**src/rtl/ex_wb_buffer.sv**
```systemverilog
// Elastic FIFO between the execute-stage result mux and the register-file write port.
// Buffered results that have not yet been written are forwarded to decode, youngest first.
module ex_wb_buffer #(
    parameter int DEPTH  = 2,
    parameter int DATA_W = 32,
    parameter int ADDR_W = 5
) (
    input  logic                     clk,
    input  logic                     rst_n,
    input  logic                     flush,
    input  logic                     ex_valid,
    output logic                     ex_ready,
    input  logic [ADDR_W-1:0]        ex_rd,
    input  logic [DATA_W-1:0]        ex_result,
    input  logic                     ex_we,
    output logic                     wb_valid,
    input  logic                     wb_ready,
    output logic [ADDR_W-1:0]        wb_rd,
    output logic [DATA_W-1:0]        wb_data,
    output logic                     wb_we,
    input  logic [ADDR_W-1:0]        fwd_rs1,
    input  logic [ADDR_W-1:0]        fwd_rs2,
    output logic                     fwd_hit1,
    output logic [DATA_W-1:0]        fwd_data1,
    output logic                     fwd_hit2,
    output logic [DATA_W-1:0]        fwd_data2,
    output logic [$clog2(DEPTH):0]   count
);

    localparam int PW = $clog2(DEPTH);
    localparam int CW = PW + 1;

    logic [CW-1:0]     count_reg, count_next;
    logic [PW-1:0]     head_reg, head_next;
    logic [PW-1:0]     tail_reg, tail_next;
    logic [DEPTH-1:0]  vld_reg, vld_next;

    logic [ADDR_W-1:0] rd_mem   [DEPTH];
    logic [DATA_W-1:0] data_mem [DEPTH];
    logic [DEPTH-1:0]  we_mem;

    logic push, pop;
    logic [DEPTH-1:0] match1, match2;

    // Ready looks only at the registered count, so wb_ready never reaches ex_ready.
    assign ex_ready = (count_reg < CW'(DEPTH));
    assign wb_valid = (count_reg != '0);
    assign push     = ex_valid & ex_ready;
    assign pop      = wb_valid & wb_ready;
    assign count    = count_reg;

    assign wb_rd   = wb_valid ? rd_mem[head_reg]   : '0;
    assign wb_data = wb_valid ? data_mem[head_reg] : '0;
    assign wb_we   = wb_valid ? we_mem[head_reg]   : 1'b0;

    always_comb begin
        count_next = count_reg;
        head_next  = head_reg;
        tail_next  = tail_reg;
        vld_next   = vld_reg;
        if (flush) begin
            count_next = '0;
            head_next  = '0;
            tail_next  = '0;
            vld_next   = '0;
        end else begin
            if (push) begin
                tail_next          = tail_reg + PW'(1);
                vld_next[tail_reg] = 1'b1;
            end
            if (pop) begin
                head_next          = head_reg + PW'(1);
                vld_next[head_reg] = 1'b0;
            end
            count_next = count_reg + CW'(push) - CW'(pop);
        end
    end

    always_ff @(posedge clk or negedge rst_n) begin
        if (!rst_n) begin
            count_reg <= '0;
            head_reg  <= '0;
            tail_reg  <= '0;
            vld_reg   <= '0;
        end else begin
            count_reg <= count_next;
            head_reg  <= head_next;
            tail_reg  <= tail_next;
            vld_reg   <= vld_next;
        end
    end

    // Payload storage needs no reset: every read is qualified by count or a valid bit.
    always_ff @(posedge clk) begin
        if (push && !flush) begin
            rd_mem[tail_reg]   <= ex_rd;
            data_mem[tail_reg] <= ex_result;
            we_mem[tail_reg]   <= ex_we & (ex_rd != '0);
        end
    end

    generate
        for (genvar gi = 0; gi < DEPTH; gi++) begin : g_match
            assign match1[gi] = vld_reg[gi] & we_mem[gi] & (rd_mem[gi] == fwd_rs1) & (fwd_rs1 != '0);
            assign match2[gi] = vld_reg[gi] & we_mem[gi] & (rd_mem[gi] == fwd_rs2) & (fwd_rs2 != '0);
        end
    endgenerate

    // Walk from oldest (head) to youngest so the last match seen is the youngest.
    always_comb begin
        logic [PW-1:0] idx;
        idx       = '0;
        fwd_hit1  = 1'b0;
        fwd_data1 = '0;
        for (int k = 0; k < DEPTH; k++) begin
            idx = head_reg + PW'(k);
            if (match1[idx]) begin
                fwd_hit1  = 1'b1;
                fwd_data1 = data_mem[idx];
            end
        end
    end

    always_comb begin
        logic [PW-1:0] idx;
        idx       = '0;
        fwd_hit2  = 1'b0;
        fwd_data2 = '0;
        for (int k = 0; k < DEPTH; k++) begin
            idx = head_reg + PW'(k);
            if (match2[idx]) begin
                fwd_hit2  = 1'b1;
                fwd_data2 = data_mem[idx];
            end
        end
    end

endmodule
```
**config.mk**
```make
export PLATFORM = sky130hd
export DESIGN_NAME = ex_wb_buffer
export DESIGN_NICKNAME = d
export VERILOG_FILES = /design/src/rtl/ex_wb_buffer.sv
export SDC_FILE = /design/constraint.sdc
export NUM_CORES = 1
export LEC_CHECK = 0
export ABC_CLOCK_PERIOD_IN_PS = 9850
export CAP_MARGIN = 10
export CORE_MARGIN = 4
export CORE_UTILIZATION = 40
export CTS_CLUSTER_SIZE = 16
export DETAILED_ROUTE_END_ITERATION = 6
export PLACE_DENSITY = 0.85
export SYNTH_ARGS = -nofsm -noshare
export SYNTH_HDL_FRONTEND = slang
export SYNTH_SLANG_ARGS = --single-unit
```
**constraint.sdc**
```tcl
create_clock -name clk -period 9.85 [get_ports clk]
set_clock_uncertainty 0.1 [all_clocks]
set_input_delay 1.97 -clock clk [delete_from_list [all_inputs] [get_ports clk]]
set_output_delay 1.97 -clock clk [all_outputs]
set_load 0.03 [all_outputs]
```
==> summary.txt <==
Clock tree
  • Setup Fix Bufs, Post-CTS: 0
  • Clock Root Buffer: clkbuf_8
  • CTS tree: done
  • CTS sink cnt: 82
  • Clk buf depth: 2
  • CTS Hold Bufs: 0
  • Number of CTS-inserted buffers: 9
  • Post_cts resized: 0
  • H-tree levels: 3
  • Reg clk slew, reported paths: 80 ps
  • Worst-Skew Late Latency: between 300 and 400 ps

Floorplanning
  • Core area: 10400 um^2
  • Full die area: 12400 um^2
  • Initial core utilization: ~41%
  • I/O Pins: 161
  • Die H: between 100 and 150 um
  • Die width: 111 um
  • Num rows: 37

Logic synthesis
  • Async set-reset flop share out of synthesis: under 10%
  • Post-Syn Instances: 338
  • Flip-flop and latch count after synthesis: slightly above 80
  • Post-Syn Area: 4280 um^2
  • Mapped Nets: 393
  • Syn_area_per_cell: 12.7 um^2
  • Number of flops mapped to enable cells by yosys: 76
  • Seq/Total Area, Yosys: 56.8%
  • Main flop type after synthesis: edfxtp_1
  • Synth area leader: edfxtp_1
  • Post-synth cell types: 40
  • Synth top area cells: edfxtp_1, a22o_1, mux2i_1, nor2_1, xor2_1
  • Share of the synthesized area in the top cell type: 53.3%
  • Syn. warnings: 0

Final layout
  • Register with the most flip-flops: data_mem
  • Multi-input combinational cell area: 1740 um^2
  • Non-filler cells, final: 632
  • Syn-to-layout area delta: 44.7%
  • Ant. Diodes: 0
  • Commonest non-fill, non-tap cell in the layout: clkdlybuf4s50_1
  • Biggest regs: data_mem: 64 flops, rd_mem: 10 flops
  • Layout Nets: roughly 550
  • Layout Utilization: 59.7%
  • Seq. cell area: about 2400 um^2
  • Most frequent cells in the layout: clkdlybuf4s50_1, edfxtp_1, a22o_1
  • Share of cells above drive strength 1: 6.45%
  • Layout fillers: 879
  • Largest register FFs: 64

Run status
  • Status: completed

Drt
  • First DRT Iteration DRCs: 201
  • Final WL: about 13000 um
  • Routed via count: 3484
  • Vias per inst: approximately 5.5
  • Routed wire per std cell: 20.2 um
  • Drt drc: 0
  • Post-route ant nets: 0
  • Total iterations of the first detailed-routing run: 4

STA
  • Total negative setup slack: 0 ps
  • Final period util: about 74%
  • RSZ-0062 raised after global routing: no
  • Crit path time final: 7310 ps
  • Max-slew violations: 0
  • Worst slew margin: 24.8%
  • Worst slew pin tran: 1120 ps
  • Endpoints failing hold: 0
  • Peak Freq: 137 MHz
  • Setup violators final: 0

Global route
  • Pin count of the biggest net entering global routing: 40
  • First-pass GRT wire length: 19700 um
  • Grt ovf: 0
  • Vias in the first global route: 3719
  • Initial antenna violation count: 0
  • GRT Overall Usage: 19.9%

Setup path
  • Reg2Reg Launch Point: count[1]
  • Critical path data required time: between 7000 and 8000 ps
  • Worst Path Arrival: 5240 ps
  • CP delay by family, top: compound AO/OA/AOI/OAI gates
  • CP max-delay cell: a41oi_4
  • Buffer and inverter count on the worst path: 2
  • Reg2reg end: count[1]
  • CP startpoint: fwd_rs1[4]
  • Worst R2R Path Depth: 10
  • Worst path depth: 7
  • Crit Path Class: in2out
  • Critical path fanouts, max: 31
  • Worst-path cell chain: clkdlybuf4s50_1, xor2_1, nor4_1, nand2_1, a41oi_4, a22o_1, clkdlybuf4s50_1
  • Setup crit start kind: input pin
  • Crit end category: primary output
  • Worst Setup EP: fwd_data1[24]
  • Max incr delay on CP: roughly 930 ps
  • R2R Setup Slk: 7210 ps
  • Most frequent CP cell: clkdlybuf4s50_1

Power
  • Leakage: around 0.0021 uW
  • Pwr Density: 191 nW/um^2
  • Max rail drop VDD: about 0.00010 V

Worst hold path
  • Type of the tightest min-delay check: reg2reg
  • Hold Crit Start: vld_reg[0]

Run
  • Max_cap viols: 0

Placement
  • PortBufs: between 150 and 200
  • GP Congestion: 0.876
  • Dpl cells: about 620
  • DP Wirelength: ~8800 um
[logic make-up (layout without fill, tap and decap cells)]
family | Yosys count | in the layout | share of synthesized area [%]
flip-flops | 82 | 82 | 56.8
buffers and inverters | 29 | 187 | 3.42
adder cells (fa/ha/maj) | 2 | 2 | 0.584
multiplexers | 38 | 38 | 8.88
AND/OR/NAND/NOR | 90 | 90 | 10.6
AO/OA/AOI/OAI | 76 | 76 | 15.4
XOR/XNOR | 21 | 21 | 4.30
[per-layer routing]
layer	up-vias	share of wire, %	global-route usage (%)
met5	-	0	0
met4	0	1.7	6.57
met3	18	7.6	5.43
met2	149	49	35.3
met1	1702	41	23.3
li1	1615	-	-
[how the worst min path moves through the flow]
stage,endpoint,cells past startpoint
detailed placement,vld_reg[0],2
floorplan,vld_reg[0],2
CTS,vld_reg[0],2
finish,vld_reg[0],2
global route,vld_reg[0],2
global placement,vld_reg[0],2
[synthesized netlist by cell type (2+ instances only)]
cell and n:
edfxtp_1 76, a22o_1 56, nor2_1 47, mux2i_1 38, xor2_1 18, nand3_1 16
nand2_1 10, o22ai_1 9, clkbuf_1 7, inv_1 7, buf_2 6, dfrtp_1 6
buf_1 4, buf_6 3, xnor2_1 3, a211oi_1 2, a211oi_2 2, buf_4 2
ha_1 2, nor2b_1 2, nor3_1 2, nor4_4 2
[power by group]
| group | total (uW) | internal (uW) | switching [uW] |
|---|---|---|---|
| Combinational | 480 | 195 | 284 |
| Clock | 238 | 116 | 121 |
| Sequential | 463 | 422 | 40.9 |
[worst register-to-register path, cell delays in order, from the launching register on]
cell and delay [ps]:
dfrtp_1 430, nor2_4 780, inv_1 130, nand2_1 130
inv_1 90, ha_1 280, inv_1 40, ha_1 180
xnor2_1 160, xnor2_1 140, nor2_1 60
[layout make-up]
class	instances	area share, %
clock buffer	9	2.00
clock inverter	7	1.13
inverter	7	0.424
multi-input combinational	227	28.1
sequential	82	39.3
tap	136	2.75
timing repair buffer	164	26.3
[through the flow]
step	power [uW]	hold WS (ps)	instance area (um^2)	worst slack [ps]
after floorplan	752	386	4280	4290
after global placement	943	414	6000	2680
after detailed placement	952	432	6000	2540
after CTS	1190	450	6190	2530
after global routing	1230	476	6190	2350
final	1180	450	6190	2540
Power figures use the tool's default switching activity.
